### src/rtl/rom_fetch_queue.sv
// rtl/rom_fetch_queue.sv - instruction fetch unit with ROM request pipe and prefetch FIFO
module rom_fetch_queue #(
  parameter int DATA_W     = 14,
  parameter int ADDR_W     = 12,
  parameter int DEPTH      = 4,
  parameter int READ_LAT   = 2,
  parameter int RESET_ADDR = 0
) (
  input  logic                         clk,
  input  logic                         reset,
  input  logic                         pause,
  output logic                         rom_rd,
  input  logic                         rom_rd_garant,
  output logic [ADDR_W-1:0]            rom_addr,
  input  logic [DATA_W-1:0]            rom_data,
  input  logic                         jmp_valid,
  input  logic [ADDR_W-1:0]            jmp_addr,
  output logic                         cmd_valid,
  input  logic                         cmd_ready,
  output logic [DATA_W-1:0]            cmd_data,
  output logic [ADDR_W-1:0]            cmd_addr,
  output logic [$clog2(DEPTH+1)-1:0]   fifo_count
);

  localparam int CW = $clog2(DEPTH + 1);
  localparam int PW = $clog2(DEPTH);

  logic [ADDR_W-1:0] ip;
  logic [READ_LAT-1:0] pipe_vld;
  logic [ADDR_W-1:0] pipe_addr [READ_LAT];
  logic [DATA_W-1:0] mem_data [DEPTH];
  logic [ADDR_W-1:0] mem_addr [DEPTH];
  logic [PW-1:0] wr_ptr;
  logic [PW-1:0] rd_ptr;
  logic [CW-1:0] count;
  logic [CW-1:0] inflight;
  logic [CW:0] occupied;
  logic credit;
  logic accept;
  logic push;
  logic pop;

  // Every in-flight read has a FIFO slot reserved, so a capture can never overflow.
  assign occupied   = {1'b0, inflight} + {1'b0, count};
  assign credit     = occupied < (CW+1)'(DEPTH);
  // Gating with reset keeps rom_rd low for the whole time reset is held.
  assign rom_rd     = reset && !pause && !jmp_valid && credit;
  assign rom_addr   = rom_rd ? ip : '0;
  assign accept     = rom_rd && rom_rd_garant;
  // Data landing in a jump cycle belongs to the old stream and is discarded.
  assign push       = pipe_vld[READ_LAT-1] && !jmp_valid;
  assign cmd_valid  = count != '0;
  assign pop        = cmd_valid && cmd_ready;
  assign cmd_data   = cmd_valid ? mem_data[rd_ptr] : '0;
  assign cmd_addr   = cmd_valid ? mem_addr[rd_ptr] : '0;
  assign fifo_count = count;

  // Instruction pointer, address-tagged latency pipe and in-flight counter.
  always_ff @(posedge clk or negedge reset) begin
    if (!reset) begin
      ip       <= ADDR_W'(RESET_ADDR);
      pipe_vld <= '0;
      inflight <= '0;
      for (int i = 0; i < READ_LAT; i++) pipe_addr[i] <= '0;
    end else if (jmp_valid) begin
      ip       <= jmp_addr;
      pipe_vld <= '0;
      inflight <= '0;
    end else begin
      if (accept) ip <= ip + ADDR_W'(1);
      pipe_vld[0]  <= accept;
      pipe_addr[0] <= ip;
      for (int i = 1; i < READ_LAT; i++) begin
        pipe_vld[i]  <= pipe_vld[i-1];
        pipe_addr[i] <= pipe_addr[i-1];
      end
      inflight <= inflight + CW'(accept) - CW'(pipe_vld[READ_LAT-1]);
    end
  end

  // FIFO pointers and occupancy; a jump empties the queue.
  always_ff @(posedge clk or negedge reset) begin
    if (!reset) begin
      wr_ptr <= '0;
      rd_ptr <= '0;
      count  <= '0;
    end else if (jmp_valid) begin
      wr_ptr <= '0;
      rd_ptr <= '0;
      count  <= '0;
    end else begin
      if (push) wr_ptr <= wr_ptr + PW'(1);
      if (pop)  rd_ptr <= rd_ptr + PW'(1);
      count <= count + CW'(push) - CW'(pop);
    end
  end

  // FIFO storage: returned word plus the address it was fetched from.
  always_ff @(posedge clk) begin
    if (push) begin
      mem_data[wr_ptr] <= rom_data;
      mem_addr[wr_ptr] <= pipe_addr[READ_LAT-1];
    end
  end

endmodule

### config.mk
export PLATFORM = sky130hd
export DESIGN_NAME = rom_fetch_queue
export DESIGN_NICKNAME = d
export VERILOG_FILES = /design/src/rtl/rom_fetch_queue.sv
export SDC_FILE = /design/constraint.sdc
export NUM_CORES = 1
export LEC_CHECK = 0
export ABC_AREA = 1
export BUFFER_PORTS_ARGS = -buffer_cell sky130_fd_sc_hd__buf_2
export CORE_AREA = 2 2 151 153
export DETAILED_ROUTE_END_ITERATION = 16
export DIE_AREA = 0 0 153 155
export GPL_ROUTABILITY_DRIVEN = 0
export GPL_TIMING_DRIVEN = 0
export SETUP_SLACK_MARGIN = 0.05
export SLEW_MARGIN = 15
export SYNTH_ARGS = -nofsm -noshare
export SYNTH_HDL_FRONTEND = slang
export SYNTH_SLANG_ARGS = --single-unit
export TNS_END_PERCENT = 50
### constraint.sdc
create_clock -name clk -period 3.34 [get_ports clk]
set_input_delay 0.501 -clock clk [delete_from_list [all_inputs] [get_ports clk]]
set_output_delay 0.501 -clock clk [all_outputs]
set_load 0.02 [all_outputs]
==> results of run 1 <==
worst max-delay path: stages (launching register included):
cell	delay [ps]
dfrtp_1	460
nor2_1	80
nand2_1	140
clkinv_1	290
clkbuf_1	360
a21oi_1	290
buf_2	210
final cells by class:
| class | instances | area share |
|---|---|---|
| tap | 285 | 0.04477 |
| clock inverter | 14 | 0.02026 |
| multi-input combinational | 393 | 0.2352 |
| clock buffer | 18 | 0.05388 |
| buffer | 31 | 0.02026 |
| sequential | 152 | 0.5429 |
| inverter | 49 | 0.02372 |
| timing repair buffer | 77 | 0.05906 |
logic make-up after synthesis:
kind of cell,after synthesis
and+or+nand+nor,259
AOI/OAI and AO/OA,118
xor gates and xnor gates,3
adders and majority gates,13
buffers and inverters,80
DFF,152
flip-flops by register name, indices dropped and copies added, names as in the netlist, 3 cells and up:
name,flops
mem_data,56
ip,12
inflight,3
fifo_count,3
pipe_addr,24
mem_addr,48
per-layer routing:
| layer | vias up | share of wire | global-route usage |
|---|---|---|---|
| li1 | 2292 | - | - |
| met1 | 2200 | 0.47 | 0.1836 |
| met2 | 153 | 0.47 | 0.2118 |
| met3 | 9 | 0.058 | 0.02841 |
| met4 | 0 | 0.0062 | 0.03263 |
| met5 | - | 0 | 0 |
power by group through the flow:
stage	Combinational (mW)	Sequential [mW]	Clock (mW)
2_1_floorplan	0.917	2.26	0
3_3_place_gp	1.44	2.26	0
3_5_place_dp	1.47	2.27	0
4_1_cts	1.48	2.23	1.94
5_1_grt	1.62	2.25	2.03
6_report	1.45	2.23	1.91
placed cells by master, fill, tap and decap left out, types with 2 or more instances in the layout:
cell type / Yosys / final
clkbuf_2: 4 / 4
inv_8: 0 / 2
buf_16: 0 / 3
clkbuf_16: 0 / 17
buf_6: 2 / 2
nand2_1: 82 / 82
inv_1: 46 / 46
xor2_1: 2 / 2
o21bai_1: 5 / 5
nor2_1: 143 / 139
ha_1: 11 / 11
nor2_4: 0 / 4
o21ai_0: 79 / 79
bufinv_16: 0 / 2
inv_6: 1 / 6
fa_1: 2 / 2
clkinvlp_4: 0 / 4
edfxtp_1: 104 / 104
nand3_1: 25 / 25
a21oi_1: 33 / 33
buf_2: 20 / 92
dfrtp_1: 48 / 48
nand4_1: 3 / 3
clkbuf_1: 4 / 5
through the flow:
step                      setup WS (ps)  hold slack, ps  std cells  instance area [µm²]  power, mW
after CTS                         448.2           283.7       1019                 7963      5.652
after floorplan                   810.6           205.4        625                 6518      3.173
after detailed placement          8.335           445.8        987                 7372      3.739
after global placement           -238.3           435.4        983                 7239      3.707
final                             598.3           98.45       1019                 7965      5.590
after global routing              430.7           152.2       1019                 7965      5.900
worst paths after layout:
kind,from,end,slack [ps],cells past startpoint
worst max-delay path,fifo_count[1]$_DFF_PN0_,cmd_addr[3],600,6
worst min-delay path,reset,ip[3]$_DFFE_PN0P_,100,1
worst max register to register,fifo_count[2]$_DFF_PN0_,inflight[2]$_DFF_PN0_,780,13
worst min register to register,pipe_vld[0]$_DFF_PN0_,pipe_vld[1]$_DFF_PN0_,460,2
max in group asynchronous,reset,fifo_count[1]$_DFF_PN0_,2800,1
min in group clk,rom_data[3],mem_data[2][3]$_DFFE_PP_,300,1
==> results.toml, run 1 <==
[outcome]
status = "completed"

[clock_tree]
cts-root-buf = "clkbuf_16"
clk_latency_ps = 420
clock-sinks = 152
ctsResizeCount = 0
cts_setup_buffers = 0
cts_buffers = 17
htreeDepth = 4
clkTransAtPathRegs_ps = 60
cts_tree = "done"
hold_buffers = 0
cts_buffer_depth = 2

[synth]
yosys.area_share.simple = 0.1586
yosys_warnings = 0
synthTopCellsByArea = "edfxtp_1 (48%), dfrtp_1 (18%), nor2_1 (8.2%), o21ai_0 (6.1%), nand2_1 (4.7%)"
yosysSeqAreaShare = 0.6635
synth-seq-cells = 152
syn-cell-area_um2 = 6518
synth_top_area_cell = "edfxtp_1"
synth_compound_area_frac = 0.09292
synthXorXnorAreaFrac = 0.004031
synth_edf_count = 104
syn_inst = 625
syn_avg_cell_area_um2 = 10.43
synthAdderAreaFrac = 0.02726
synth.area.mux_share = 0
synth.net_count = 670
synth_top_family_by_area = "simple AND/OR/NAND/NOR gates"
synthArstFlopShare = 0.3158
synth_common_cells = "nor2_1 (143), edfxtp_1 (104), nand2_1 (82)"
synth_top_area_frac = 0.4792
synth_flop_cell = "edfxtp_1"
ys_types = 29
synth_most_common_cell = "nor2_1"

[pwr]
power.share.clock = 0.341
combPwrFrac = 0.259
seq_power_share = 0.399
peakVddDrop_v = 0.0004218
p_switching_mw = 1.901
p_int_mw = 3.689
p_per_area_nw_per_um2 = 701.8
leakagePower_nw = 3.316
switching_share = 0.3400

[setup_path]
cp-end-kind = "output pin"
crit_required_ps = 2840
worst_ep_arrival_time_ps = 2240
worstSetupPathType = "flip-flop to output pin"
worstPathMaxFanout = 10
worst_setup_path_start_kind = "flip-flop"

[timing]
period_needed_ps = 2742
fin_crit_sh = 0.8209
slew_headroom = 0.5729
rsz0062_at_grt = "no"
tightest_slew_ps = 640.6
setup_viol = 0
final_hold_viol_count = 0
fin_worst_skew_ps = 10.12
final.setup.tns_ps = 0
fmax_mhz = 364.7
slew_viol_final = 0

[cells_and_area]
num-nets-final = 766
multi_input_area_um2 = 1873
drive_above_1_share = 0.1975
fillers = 2244
diodes = 0
final_util = 0.3583
seq_area_um2 = 4324
areaGrowthSynthToFinish_pct = 22.21

[detailed_routing]
drt_iter0_markers = 374
vias = 4654
wl_per_cell_um = 14.81
firstDrtPassIters = 5
vias_per_cell = 4.567
ant_nets = 0
drc_errors = 0
routed_wl_mm = 15.10

[placed_design]
portBuffers = 73
place_hpwl_mm = 10.21

[min_path]
min_path_type = "input port to async pin"

[floorplanning]
die_h_um = 155
die_x_um = 153
rows = 55
core_area_um2 = 22230
start_util = 0.2932
die-area_um2 = 23720
pin_count = 75

[grt]
grt_remaining_overflow = 0
grt_start_max_net_pins = 50
track_usage = 0.1320
grt_pass1_vias = 4478
grt_pass1_wl_mm = 24.41
antenna_found_initial = 0

[flow_run]
drv_cap = 0
No activity file was read; power rests on OpenSTA's default activity.
==> run 2, diff against run 1 <==
--- a/config.mk
+++ b/config.mk
@@ -5,11 +5,11 @@
 export SDC_FILE = /design/constraint.sdc
 export NUM_CORES = 1
 export LEC_CHECK = 0
-export ABC_AREA = 1
+export ABC_AREA = 0
 export BUFFER_PORTS_ARGS = -buffer_cell sky130_fd_sc_hd__buf_2
-export CORE_AREA = 2 2 151 153
+export CORE_AREA = 2 2 148 150
 export DETAILED_ROUTE_END_ITERATION = 16
-export DIE_AREA = 0 0 153 155
+export DIE_AREA = 0 0 150 152
 export GPL_ROUTABILITY_DRIVEN = 0
 export GPL_TIMING_DRIVEN = 0
 export SETUP_SLACK_MARGIN = 0.05
==> constraint.sdc (replaced) <==
create_clock -name clk -period 2.4 [get_ports clk]
set_input_delay 0.36 -clock clk [delete_from_list [all_inputs] [get_ports clk]]
set_output_delay 0.36 -clock clk [all_outputs]
set_load 0.02 [all_outputs]
==> results.toml, run 2 <==
[outcome]
status = "finished, violations left"
violations = "setup timing"

[timing]
slew_headroom = 0.4932
setup_viol = 2
fmax_mhz = 413.3
fin_worst_skew_ps = 12.46
tightest_slew_ps = 760.2
slew_viol_final = 0
final_hold_viol_count = 0
fin_crit_sh = 1.008
layout_setup_ws_ps = -19.30
period_needed_ps = 2419
rsz0062_at_grt = "yes"

[cells_and_area]
finalInstanceArea_um2 = 8102
final_util = 0.3795
final_common_cell = "edfxtp_1"
largest_reg_flops = 56
fillers = 2057
num-nets-final = 524
areaGrowthSynthToFinish_pct = 29.01
top_regs = "mem_data x56, mem_addr x48, pipe_addr x24"
drive_above_1_share = 0.4390
final_cell_mix = "edfxtp_1 (104), buf_2 (51), dfrtp_1 (45), mux4_2 (26)"
diodes = 0
top_register = "mem_data"

[clock_tree]
clkTransAtPathRegs_ps = 60
cts_buffer_depth = 2
htreeDepth = 4
cts_buffers = 17
cts_tree = "done"
clk_latency_ps = 430
clock-sinks = 152
cts-root-buf = "clkbuf_16"

[min_path]
holdPathEnd = "mem_data[0][4]$_DFFE_PP_"
hold_path_startpoint = "rom_data[4]"
min_path_type = "input port to flip-flop"
holdPathStages = 1

[flow_run]
drv_cap = 0

[floorplanning]
core_area_um2 = 21350
die_h_um = 152
die_x_um = 150
start_util = 0.2941
rows = 54
die-area_um2 = 22800
pin_count = 75

[synth]
synth_common_cells = "edfxtp_1 (104), dfrtp_1 (48), and2_1 (43)"
synthTopCellsByArea = "edfxtp_1 (50%), dfrtp_1 (19%), mux4_2 (9.3%), and2_1 (4.3%), mux2_2 (3.6%)"
synth_flop_cell = "edfxtp_1"
synth_edf_count = 104
synth_top_area_cell = "edfxtp_1"
yosysSeqAreaShare = 0.6886
synth_top_area_frac = 0.4973
yosys_warnings = 0
syn_inst = 375
synthArstFlopShare = 0.3158
synth.net_count = 420
syn-cell-area_um2 = 6280
syn_avg_cell_area_um2 = 16.75
ys_types = 34
synth_most_common_cell = "edfxtp_1"
synth-seq-cells = 152

[pwr]
seq_power_share = 0.380
p_int_mw = 5.793
combPwrFrac = 0.297
power.share.clock = 0.323
leakagePower_nw = 3.026
p_switching_mw = 2.437
p_per_area_nw_per_um2 = 1016
peakVddDrop_v = 0.0005161
switching_share = 0.2961

[grt]
grt_start_max_net_pins = 49
antenna_found_initial = 0
grt_pass1_vias = 3589
grt_pass1_wl_mm = 19.89
track_usage = 0.1164
grt_remaining_overflow = 0

[detailed_routing]
ant_nets = 0
vias = 3539
drt_iter0_markers = 224
drc_errors = 0
routed_wl_mm = 12.82
wl_per_cell_um = 16.61
vias_per_cell = 4.584
firstDrtPassIters = 4

[placed_design]
dpl_cell_area_um2 = 7053
place_hpwl_mm = 8.212
portBuffers = 73

[setup_path]
r2r-end = "inflight[1]$_DFF_PN0_"
worstPathMaxFanout = 3
cp-end-kind = "flip-flop"
ff2ff_setup_slack_ps = -20
crit_required_ps = 2690
worstSetupPathType = "flip-flop to flip-flop"
r2r_cells = 11
reg2reg_from = "fifo_count[2]$_DFF_PN0_"
worst_setup_path_start_kind = "flip-flop"
worst_ep_arrival_time_ps = 2700
## run 2: changes by cell type after synthesis, sizes merged, moves of 18 or more
cell,change
a21oi,-33
and2,+43
inv,-38
mux2,+20
mux4,+26
nand2,-74
nand3,-18
nor2,-129
o21ai,-74
## run 2: kinds of logic after synthesis
kind of cell    count (synthesis)  share of synthesized area
simple gates                  102                    0.09424
compound gates                 22                    0.02371
mux                            48                     0.1323
flops                         152                     0.6886
xor+xnor                        8                    0.01116
buf+inv                        30                    0.02172
fa+ha+maj                      13                    0.02829
## run 2: cell type report
cell class	count	area [µm²]	share of cell area
Sequential cell	152	4328	0.5342
Timing Repair Buffer	88	653.1	0.08062
Buffer	17	166.4	0.02054
Clock inverter	14	166.4	0.02054
Tap cell	280	350.3	0.04324
Clock buffer	18	429.2	0.05297
Inverter	10	45.04	0.005560
Multi-Input combinational cell	193	1963	0.2423
## run 2: worst max-delay path by stage
stage | cells past startpoint | to | from
finish | 11 | inflight[1]$_DFF_PN0_ | fifo_count[2]$_DFF_PN0_
detailed placement | 13 | inflight[1]$_DFF_PN0_ | reset
floorplan | 13 | inflight[1]$_DFF_PN0_ | fifo_count[2]$_DFF_PN0_
CTS | 12 | inflight[1]$_DFF_PN0_ | fifo_count[2]$_DFF_PN0_
global placement | 13 | inflight[1]$_DFF_PN0_ | reset
global route | 11 | inflight[1]$_DFF_PN0_ | fifo_count[2]$_DFF_PN0_
## run 2: worst max-delay path: stages, from the launching register on
cell and delay, ps:
dfrtp_2 430, ha_4 170, nor4b_4 260, and4_1 250
buf_6 130, inv_6 40, ha_4 230, inv_4 50
ha_4 110, inv_2 30, fa_2 530, nor2_2 40
## run 2: repair_timing
item	CTS	global route
pin swaps	4	9
gates cloned	0	1
endpoints found under the hold margin	48	0
endpoints found under the setup margin	46	30
gates resized for setup	35	71
buffers inserted	8	4
hold buffers	2	0
## run 2: per-layer routing
metal,part of all wire,track usage
met2,0.48,0.1824
met4,0.012,0.03684
met3,0.049,0.03273
met1,0.46,0.1569
met5,0,0
## run 2: through the flow
step | hold slack (ps) | setup TNS, ps | std cells | setup slack [ps] | power, mW
detailed placement | 446.3 | -15470 | 728 | -1049 | 5.084
floorplan | 64.41 | -226.7 | 375 | -132.5 | 4.429
global route | 138.7 | -449.6 | 772 | -104.4 | 8.627
CTS | 127.9 | -45.40 | 768 | -44.10 | 7.986
global placement | 443.4 | -35500 | 728 | -988.2 | 5.044
finish | 149.5 | -31.17 | 772 | -19.30 | 8.230
## run 2: power by group through the flow
stage / Clock, mW / Combinational [mW] / Sequential (mW)
final: 2.66 / 2.44 / 3.13
after global routing: 2.83 / 2.65 / 3.15
after CTS: 2.72 / 2.14 / 3.12
after detailed placement: 0 / 1.92 / 3.17
after global placement: 0 / 1.89 / 3.15
after floorplan: 0 / 1.29 / 3.14
==> run 3, diff against run 2 <==
--- a/config.mk
+++ b/config.mk
@@ -7,11 +7,12 @@
 export LEC_CHECK = 0
 export ABC_AREA = 0
 export BUFFER_PORTS_ARGS = -buffer_cell sky130_fd_sc_hd__buf_2
-export CORE_AREA = 2 2 148 150
+export CORE_AREA = 2 2 113 115
 export DETAILED_ROUTE_END_ITERATION = 16
-export DIE_AREA = 0 0 150 152
+export DIE_AREA = 0 0 115 117
 export GPL_ROUTABILITY_DRIVEN = 0
 export GPL_TIMING_DRIVEN = 0
+export PLACE_DENSITY = 0.73
 export SETUP_SLACK_MARGIN = 0.05
 export SLEW_MARGIN = 15
 export SYNTH_ARGS = -nofsm -noshare
==> results.toml, run 3 (same netlist as run 2, synthesis figures left out) <==
[outcome]
status = "completed"

[placed_design]
post-place-cells = 598
pre_cts_slack_ps = -987.2
dpl_cell_area_um2 = 6890
place_hpwl_mm = 6.997
portBuffers = 73

[setup_path]
worstPathMaxFanout = 3
cp_top_family = "adder cells"
path_buf_inv = 4
worstSetupPathType = "flip-flop to flip-flop"
worst_ep_arrival_time_ps = 2610
worst_setup_path_start_kind = "flip-flop"
cp-end-kind = "flip-flop"
critPathMostFrequentCell = "ha_4"
max_stage_delay_ps = 520
path_cells = "ha_4, nor4b_4, and4_1, buf_6, inv_6, ha_4, inv_2, ha_4, inv_2, fa_2, nor2_1"
slowest_stage = "fa_2"
crit_required_ps = 2680

[timing]
period_needed_ps = 2331
tightest_slew_ps = 726.9
hold_ws_ps = 155.4
fin_crit_sh = 0.9713
slew_viol_final = 0
layout_setup_ws_ps = 68.80
fin_worst_skew_ps = 5.141
fmax_mhz = 429.0
rsz0062_at_grt = "yes"
setup_viol = 0
slew_headroom = 0.5154
final_hold_viol_count = 0
final.setup.tns_ps = 0

[pwr]
p_total_mw = 8.143
peakVddDrop_v = 0.0004571
p_per_area_nw_per_um2 = 1031
leakagePower_nw = 3.036

[cells_and_area]
finalInstanceArea_um2 = 7901
final_common_cell = "edfxtp_1"
diodes = 0
top_register = "mem_data"
finalNonFillerCells = 649
drive_above_1_share = 0.4289
final_cell_mix = "edfxtp_1 (104), buf_2 (63), dfrtp_1 (44), and2_1 (32), mux4_2 (26)"
final_util = 0.6418
largest_reg_flops = 56
areaGrowthSynthToFinish_pct = 25.82
num-nets-final = 531
top_regs = "mem_data x56, mem_addr x48, pipe_addr x24"

[clock_tree]
cts-root-buf = "clkbuf_16"
cts_buffers = 17
clock-sinks = 152
cts_tree = "done"
clkTransAtPathRegs_ps = 60
htreeDepth = 4
cts_buffer_depth = 2
clk_latency_ps = 410

[grt]
track_usage = 0.1803
grt_pass1_vias = 3567
use_met3 = 0.04737
antenna_found_initial = 0
grt-busiest-layer = "met2"
grt_remaining_overflow = 0
met1_usage = 0.2285
grt_start_max_net_pins = 49
met2_usage = 0.3078
grt_pass1_wl_mm = 17.91

[detailed_routing]
vias = 3565
vias_per_cell = 5.493
firstDrtPassIters = 4
drc_errors = 0
wl_per_cell_um = 17.68
routed_wl_mm = 11.48
drt_iter0_markers = 234
ant_nets = 0

[floorplanning]
core_area_um2 = 12310
start_util = 0.5101
die_x_um = 115
die-area_um2 = 13460
pin_count = 75
rows = 41
die_h_um = 117

[flow_run]
drv_cap = 0

[min_path]
min_path_type = "input port to flip-flop"
## run 3: final cells by class
cell class,instances,area (µm²)
well taps,150,187.7
plain buffers,17,166.4
repair buffers,95,621.8
flip-flops and latches,152,4329
multi-input cells,193,1943
inverters,10,42.54
clock buffers,18,429.2
clock inverters,14,181.4
fillers,887,4410
## run 3: worst reg2reg max path, delay by kind of cell, from the launching register on
kind	cells	cell delay (ps)
buf+inv	4	240
simple gates	3	510
flops	1	430
fa+ha+maj	4	1010
## run 3: metal layers
metal | wire [µm] | part of all wire | vias to the layer above
li1 | - | - | 1646
met1 | 4952 | 0.43 | 1789
met2 | 5883 | 0.51 | 119
met3 | 518 | 0.045 | 11
met4 | 123 | 0.011 | 0
met5 | 0 | 0 | -
## run 3: report_power, final
group	switching, mW	leakage, nW	total, mW	internal [mW]
sequential	0.148	1.52	3.12	2.97
clock	0.993	0.295	2.72	1.73
combinational	1.14	1.22	2.30	1.16
## run 3: repair_timing
action	in CTS	in global routing
endpoints found under the setup margin	42	33
hold buffers	2	0
pin swaps	6	8
setup buffers	8	10
gates cloned	0	2
hold endpoints to repair	48	0
resized for setup	29	41
## run 3: final timing paths
check / slack [ps] / cells past startpoint / end / startpoint
worst max-delay path: 70 / 11 / inflight[1]$_DFF_PN0_ / fifo_count[2]$_DFF_PN0_
worst min-delay path: 160 / 3 / ip[0]$_DFFE_PN0P_ / jmp_addr[0]
worst max register to register: 70 / 11 / inflight[1]$_DFF_PN0_ / fifo_count[2]$_DFF_PN0_
worst min register to register: 470 / 1 / pipe_addr[20]$_DFFE_PN0N_ / pipe_addr[20]$_DFFE_PN0N_
max in group asynchronous: 1600 / 3 / rd_ptr[1]$_DFFE_PN0P_ / reset
min in group asynchronous: 570 / 3 / pipe_addr[5]$_DFFE_PN0N_ / reset
